**src/rtl/smart_timer_if.sv**
```systemverilog
// -----------------------------------------------------------------------------
// smart_timer_if
// Control/status bundle for smart_timer. The master side (controller) issues
// start/length/freeze; the slave side (timer) returns done/flicker/remaining
// and busy. Clock and reset stay plain ports on the timer.
// -----------------------------------------------------------------------------
interface smart_timer_if;
  logic       t_start;
  logic [4:0] t_length;
  logic       t_freeze;
  logic       t_done;
  logic       t_flicker;
  logic [4:0] t_remaining;
  logic       t_busy;

  modport master (
    output t_start, t_length, t_freeze,
    input  t_done, t_flicker, t_remaining, t_busy
  );

  modport slave (
    input  t_start, t_length, t_freeze,
    output t_done, t_flicker, t_remaining, t_busy
  );
endinterface : smart_timer_if

```
**src/rtl/smart_timer.sv**
```systemverilog
// -----------------------------------------------------------------------------
// smart_timer
// Tick-based countdown timer. A prescaler divides clk by TICK_DIV to form
// ticks; a 5-bit count is loaded from t_length on t_start and decremented once
// per tick. Expiry produces a one-cycle t_done pulse. Optional flicker pulses
// mark each tick that lands inside the final FLICKER_WINDOW ticks.
//
// Build option: define SMART_TIMER_FLICKER_EN to enable the flicker pulses;
// without it t_flicker is tied low and the window comparison is not built.
// -----------------------------------------------------------------------------
module smart_timer #(
  parameter int         TICK_DIV       = 10,
  parameter logic [4:0] FLICKER_WINDOW = 5'd3
) (
  input  logic          clk,
  input  logic          reset,
  smart_timer_if.slave  bus
);

  // A one-cycle tick still needs a 1-bit prescaler to keep the vector legal.
  localparam int                 PRE_W    = (TICK_DIV > 1) ? $clog2(TICK_DIV) : 1;
  localparam logic [PRE_W-1:0]   PRE_LAST = PRE_W'(TICK_DIV - 1);

  typedef enum logic [1:0] {
    S_IDLE   = 2'd0,
    S_RUN    = 2'd1,
    S_FROZEN = 2'd2
  } state_t;

  state_t           r_state,   w_state_nxt;
  logic [4:0]       r_count,   w_count_nxt;
  logic [PRE_W-1:0] r_pre,     w_pre_nxt;
  logic             r_done,    w_done_nxt;
  logic             r_flicker, w_flicker_nxt;

  logic             w_advance;
  logic             w_wrap;
  logic [4:0]       w_count_dec;
  logic             w_flicker_hit;

  assign w_count_dec = r_count - 5'd1;
  assign w_wrap      = (r_pre == PRE_LAST);

`ifdef SMART_TIMER_FLICKER_EN
  // A tick is inside the window when the new count is 1..FLICKER_WINDOW.
  assign w_flicker_hit = (w_count_dec != 5'd0) && (w_count_dec <= FLICKER_WINDOW);
`else
  logic [4:0] w_unused_flicker_window;
  assign w_unused_flicker_window = FLICKER_WINDOW;
  assign w_flicker_hit           = 1'b0;
`endif

  // Next-state, next-count and pulse generation.
  always_comb begin
    // NOTE: every output of this block gets a default first so no path can
    // leave a variable unassigned and infer a latch.
    w_state_nxt   = r_state;
    w_count_nxt   = r_count;
    w_pre_nxt     = r_pre;
    w_done_nxt    = 1'b0;
    w_flicker_nxt = 1'b0;
    w_advance     = 1'b0;

    if (bus.t_start) begin
      // Start wins over freeze and silently discards any run in progress.
      w_count_nxt = bus.t_length;
      w_pre_nxt   = '0;
      if (bus.t_length == 5'd0) begin
        w_state_nxt = S_IDLE;
        w_done_nxt  = 1'b1;
      end else begin
        w_state_nxt = S_RUN;
      end
    end else begin
      case (r_state)
        S_IDLE: begin
          // Freeze has no meaning without a run; nothing moves here.
        end
        S_RUN: begin
          if (bus.t_freeze) begin
            w_state_nxt = S_FROZEN;
          end else begin
            w_advance = 1'b1;
          end
        end
        S_FROZEN: begin
          // Leaving freeze resumes counting on the same edge, so every edge
          // that sampled freeze high delays expiry by exactly one cycle.
          if (!bus.t_freeze) begin
            w_state_nxt = S_RUN;
            w_advance   = 1'b1;
          end
        end
        default: begin
          w_state_nxt = S_IDLE;
        end
      endcase

      if (w_advance) begin
        if (w_wrap) begin
          w_pre_nxt   = '0;
          w_count_nxt = w_count_dec;
          if (r_count == 5'd1) begin
            w_state_nxt = S_IDLE;
            w_done_nxt  = 1'b1;
          end else begin
            w_flicker_nxt = w_flicker_hit;
          end
        end else begin
          w_pre_nxt = r_pre + PRE_W'(1);
        end
      end
    end
  end

  // State, counters and registered pulses; reset abandons any run silently.
  always_ff @(posedge clk) begin
    // NOTE: sequential state uses non-blocking assignments so every register
    // samples the pre-edge values regardless of statement order.
    if (reset) begin
      r_state   <= S_IDLE;
      r_count   <= 5'd0;
      r_pre     <= '0;
      r_done    <= 1'b0;
      r_flicker <= 1'b0;
    end else begin
      r_state   <= w_state_nxt;
      r_count   <= w_count_nxt;
      r_pre     <= w_pre_nxt;
      r_done    <= w_done_nxt;
      r_flicker <= w_flicker_nxt;
    end
  end

  assign bus.t_done      = r_done;
  assign bus.t_flicker   = r_flicker;
  assign bus.t_remaining = r_count;
  assign bus.t_busy      = (r_state != S_IDLE);

endmodule : smart_timer

```
**src/flat_wrapper.sv**
```systemverilog
// flat-port wrapper written by rule: the top's interface ports become plain ports
module smart_timer_flat 
#(
  parameter int         TICK_DIV       = 10,
  parameter logic [4:0] FLICKER_WINDOW = 5'd3
)
  (clk, reset, bus_t_start, bus_t_length, bus_t_freeze, bus_t_done, bus_t_flicker, bus_t_remaining, bus_t_busy);
  smart_timer_if bus_i ();
  input  logic clk;
  input  logic reset;
  input wire logic [$bits(bus_i.t_start)-1:0] bus_t_start;
  input wire logic [$bits(bus_i.t_length)-1:0] bus_t_length;
  input wire logic [$bits(bus_i.t_freeze)-1:0] bus_t_freeze;
  output wire logic [$bits(bus_i.t_done)-1:0] bus_t_done;
  output wire logic [$bits(bus_i.t_flicker)-1:0] bus_t_flicker;
  output wire logic [$bits(bus_i.t_remaining)-1:0] bus_t_remaining;
  output wire logic [$bits(bus_i.t_busy)-1:0] bus_t_busy;
  assign bus_i.t_start = bus_t_start;
  assign bus_i.t_length = bus_t_length;
  assign bus_i.t_freeze = bus_t_freeze;
  assign bus_t_done = bus_i.t_done;
  assign bus_t_flicker = bus_i.t_flicker;
  assign bus_t_remaining = bus_i.t_remaining;
  assign bus_t_busy = bus_i.t_busy;
  smart_timer #(.TICK_DIV(TICK_DIV), .FLICKER_WINDOW(FLICKER_WINDOW)) u_core (.clk(clk), .reset(reset), .bus(bus_i));
endmodule
```
**config.mk**
```make
export PLATFORM = sky130hd
export DESIGN_NAME = smart_timer_flat
export DESIGN_NICKNAME = d
export VERILOG_FILES = /design/src/rtl/smart_timer_if.sv /design/src/rtl/smart_timer.sv /design/src/flat_wrapper.sv
export SDC_FILE = /design/constraint.sdc
export NUM_CORES = 1
export LEC_CHECK = 0
export ABC_CLOCK_PERIOD_IN_PS = 2600
export BUFFER_PORTS_ARGS = -buffer_cell sky130_fd_sc_hd__buf_2
export CORE_AREA = 2 2 42 44
export DETAILED_ROUTE_END_ITERATION = 8
export DIE_AREA = 0 0 44 46
export HOLD_SLACK_MARGIN = 0.05
export PLACE_DENSITY = 0.72
export SYNTH_ARGS = -nofsm -noshare
export SYNTH_HDL_FRONTEND = slang
export SYNTH_SLANG_ARGS = --single-unit
```
**constraint.sdc**
```tcl
create_clock -name clk -period 2.6 [get_ports clk]
set_input_delay 0.26 -clock clk [delete_from_list [all_inputs] [get_ports clk]]
set_output_delay 0.26 -clock clk [all_outputs]
set_load 0.05 [all_outputs]
```
## Word-level counts from Yosys, hierarchy flattened

Index checks and enable logic that the tools add are counted.

| operators by class | value |
|---|---|
| $add $sub $neg | 2 |
| eq/ne operators | 4 |
| mux-type cells | 20 |
| reductions and logical operators | 8 |

Operators with widths:

| operator | count |
|---|---|
| $mux W5 | 3 |
| $mux W2 | 6 |
| $mux W1 | 9 |
| $pmux W2 S3 | 1 |
| $reduce_bool A2 Y1 | 3 |
| $eq A5 B1 Y1 const B | 1 |
| $logic_not A5 Y1 | 1 |
| $sub A5 B1 Y5 const B | 1 |
| $add A4 B1 Y4 const B | 1 |
| $eq A4 B4 Y1 const B | 1 |
| $mux W4 | 1 |
| $reduce_or A2 Y1 | 2 |
| $eq A2 B1 Y1 const B | 1 |
| $eq A2 B2 Y1 const B | 1 |
| $logic_not A2 Y1 | 1 |
| $reduce_and A2 Y1 | 1 |

| word-level totals | value |
|---|---|
| register bits after elaboration | 12 |
| input bits | 9 |
| output and inout port bits | 8 |

## Longest topological paths before layout

| depth | value |
|---|---|
| depth after elaboration | 6 |
| mapped depth | 7 |
| mapped depth without buffers | 6 |

## Worst setup path after synthesis

Ideal clock, no wire load.

| timing path | value |
|---|---|
| path type | register to register |
| start point | register u_core.r_state[0] |
| end point | register u_core.r_state[1] |
| setup time | 0.079 ns |
| data arrival time | 1.543 ns |
| path slack | 0.978 ns |
| stages on the path, launching flop included | 8 |
| buffers on the path | 1 |
| clock period less this slack | 1.622 ns |
| cell sequence | dfxtp_1 > inv_1 > ha_1 > and3b_1 > buf_6 > and2_4 > a31o_1 > a211oi_2 |

| between the ends | value |
|---|---|
| longest elaborated chain between the ends | 6 |
| elaborated cells between the ends (all ways) | 11 |

RTL lines:

| what | line | source |
|---|---|---|
| from (decl) | smart_timer.sv:30 | `state_t r_state, w_state_nxt;` |
| from (signal assigned) | smart_timer.sv:127 | `r_state <= w_state_nxt;` |
| $eq A2 B2 Y1 (tied with other cells) | smart_timer.sv:75 | `case (r_state)` |
| $pmux W2 S3 / $reduce_or A2 Y1 (equally long branches) | n/a |  |
| $mux W2 / $mux W1 (equally long branches) | n/a |  |
| $mux W2 / $mux W1 (equally long branches) | smart_timer.sv:100, smart_timer.sv:64 |  |
| $mux W2 * | smart_timer.sv:99 | `if (w_advance) begin` |
| $mux W2 * | smart_timer.sv:64 | `if (bus.t_start) begin` |

Mark *: on every way between the ends. The rest lies on a longest branch, timed or not. The select of a mux whose other input is x is not followed.
A chain may end at the register's enable or synchronous reset.

## Worst setup path after layout

Same ends and word-level chain as after synthesis.

==> impl_metrics.env <==
export IMPL_grt_pass1_vias=532
export IMPL_worst_endpoint_arrival_ns=1.93
export IMPL_yosys_register_bits=12
export IMPL_synth_area_leader_cell="dfxtp_1"
export IMPL_final_period_utilization_pct=66.33
export IMPL_status="completed"
export IMPL_post_synth_main_area_contributors="dfxtp_1 32%, ha_1 9.9%, nor2_1 4.4%"
export IMPL_die_w_um=44
export IMPL_clkTransAtPathRegs_ns=0.07
export IMPL_postSynthCellCount=88
export IMPL_vias=621
export IMPL_remaining_drc_errors=0
export IMPL_core_um2=1614
export IMPL_area_growth_syn_to_layout_pct=14.00
export IMPL_die_area_um2=2024
export IMPL_inst_count_dp=116
export IMPL_cp_num_buf_inv=1
export IMPL_diodes=0
export IMPL_clockRootBuffer="clkbuf_4"
export IMPL_layout_nets=119
export IMPL_worstHoldPathCells=2
export IMPL_critical_path_top_delay_family="simple AND/OR/NAND/NOR gates"
export IMPL_gp_congestion=0.7620
export IMPL_largest_net_degree_at_the_start_of_global_routing=9
export IMPL_gr_usage_all_layers_pct=17.33
export IMPL_cp_cell_sequence="inv_1, ha_1, and3b_1, and2_4, a31o_1, a211oi_2"
export IMPL_design_area_um2=865.8
export IMPL_dp_hpwl_um=1108
export IMPL_synthDistinctLibCells=36
export IMPL_wire_per_inst_um=11.83
export IMPL_post_cts_setup_buffers=0
export IMPL_placedInstanceArea_um2=829.5
export IMPL_total_power_mw=0.4438
export IMPL_final_setup_viol_count=0
export IMPL_drt_first_iter_violations=9
export IMPL_post_layout_nonfiller_instances=120
export IMPL_cts_htree_levels=1
export IMPL_reg2regPathDepth=6
export IMPL_die_height_um=46
export IMPL_synth_flop_cell="dfxtp_1"
export IMPL_number_of_buffers_inserted_by_port_buffering=15
export IMPL_routed_via_density=5.175
export IMPL_synth_edf_count=0
export IMPL_power_leakage_nw=0.3674
export IMPL_finalCriticalPeriod_ns=1.725
export IMPL_cts_hold_buffers_added=0
export IMPL_max_clock_freq_mhz=579.8
export IMPL_timing_worst_setup_path_type="reg2reg"
export IMPL_wire_length_of_the_first_global_routing_pass_um=2442
export IMPL_critPathCaptureType="flop"
export IMPL_cts_tree="built"
export IMPL_worst_path_stages=6
export IMPL_yosys_warnings=0
export IMPL_netlist_area_um2=759.5
export IMPL_drt_antenna_violating_nets=0
export IMPL_number_of_buffers_on_the_longest_clock_path=2
export IMPL_final_max_slew_violation_count=0
export IMPL_fraction_of_layout_cells_with_a_size_suffix_above_1_pct=23.30
export IMPL_grt_setup_unrepaired="false"
export IMPL_insertion_delay_of_the_later_clocked_pin_in_the_worst_skew_pair_ns=0.28
export IMPL_cts_sinks=12
export IMPL_max_cap_violations=0
export IMPL_synth_avg_cell_area_um2=8.630
export IMPL_cts_buffers=3
export IMPL_rows=15
export IMPL_startpoint_type="flop"
export IMPL_first_pass_iters=4
export IMPL_setup_tns_final_ns=0
export IMPL_pin_count=17
export IMPL_critPathMaxFanout=7
export IMPL_globalRoute_totalOverflow=0
export IMPL_hold_path_class="in2reg"
export IMPL_grt_antenna_before_repair=0
export IMPL_effective_utilization_at_floorplan_pct=47.05
export IMPL_mappedNetlistNets=103
export IMPL_cp_required_ns=2.80
export IMPL_drt_wl_total_um=1420
export IMPL_vdd_ir_drop_worst_mv=0.2580
export IMPL_fin_worst_skew_ns=0.002267
export IMPL_critPathSlowestCell="dfxtp_1"
export IMPL_finalHoldViolCount=0
export IMPL_slowest_delay_ns=0.40
export IMPL_post_synth_top_area_fraction_pct=31.63
export IMPL_ys_async_sr_fraction_pct=0
export IMPL_cell_area_power_density_nw_per_um2=512.6
export IMPL_cts_resized=0
export IMPL_synth_seq_area_share_pct=31.63
[synthesized netlist by cell type (all sizes together) (3+ instances only)]
cell type	count
xor2	3
a211oi	4
dfxtp	12
ha	6
nand2	5
inv	7
o21ai	6
a21oi	4
xnor2	3
nor2	9
[stage by stage]
step | setup WS (ns) | util (%) | hold slack, ns
2_1_floorplan | 0.9781 | - | 0.3746
3_3_place_gp | 0.9457 | 51.40 | 0.5309
3_5_place_dp | 0.8742 | 51.40 | 0.5366
4_1_cts | 0.8479 | 53.64 | 0.2302
5_1_grt | 0.6996 | 53.64 | 0.2538
6_report | 0.8754 | 53.64 | 0.2434
[cells in the final DEF (no fill, tap or decap), types with 4 or more instances in the layout]
cell	n
buf_2	15
dfxtp_1	12
nor2_1	9
inv_1	7
ha_1	6
nand2_1	5
a21oi_1	4
[flip-flops by register name, summed over array words and instances, names as in the netlist]
signal and flops:
u_core.bus.t_done 1, u_core.bus.t_remaining 5, u_core.r_pre 4, u_core.r_state 2
[kinds of logic after synthesis]
group	synth area share, %
muxes	1.318
buffers and inverters	6.921
and+or+nand+nor	26.03
adders and majority gates	9.884
AOI/OAI and AO/OA	16.80
other	0.4938
DFF	31.63
xor gates and xnor gates	6.921
[report_power, final]
part | switching (mW) | internal [mW]
clock network | 0.0629 | 0.0853
registers | 0.0102 | 0.192
logic | 0.0619 | 0.0312
[layer usage]
metal  vias to the layer above  share of wire [%]  track usage [%]
li1                        330                  -                -
met1                       281                 47            21.43
met2                         8                 49            26.47
met3                         2                3.0            5.952
met4                         0               0.85            9.091
met5                         -                  0                0
[cell type report]
| class | instances | area (um^2) |
|---|---|---|
| fill | 166 | 748.2 |
| clock buffer | 4 | 36.28 |
| timing repair buffer | 15 | 75.07 |
| inverter | 7 | 26.28 |
| tap | 17 | 21.27 |
| sequential | 12 | 240.2 |
| multi-input combinational | 65 | 466.7 |
[path summary, 6_finish.rpt]
check	start	end	slack [ns]
hold / removal	reset	u_core.bus.t_remaining[4]	0.24
setup / recovery	u_core.r_state[0]	u_core.r_state[1]	0.88
setup reg to reg	u_core.r_state[0]	u_core.r_state[1]	0.88
hold reg to reg	u_core.bus.t_remaining[1]	u_core.bus.t_remaining[1]	0.57
No activity file was read; power rests on OpenSTA's default activity.
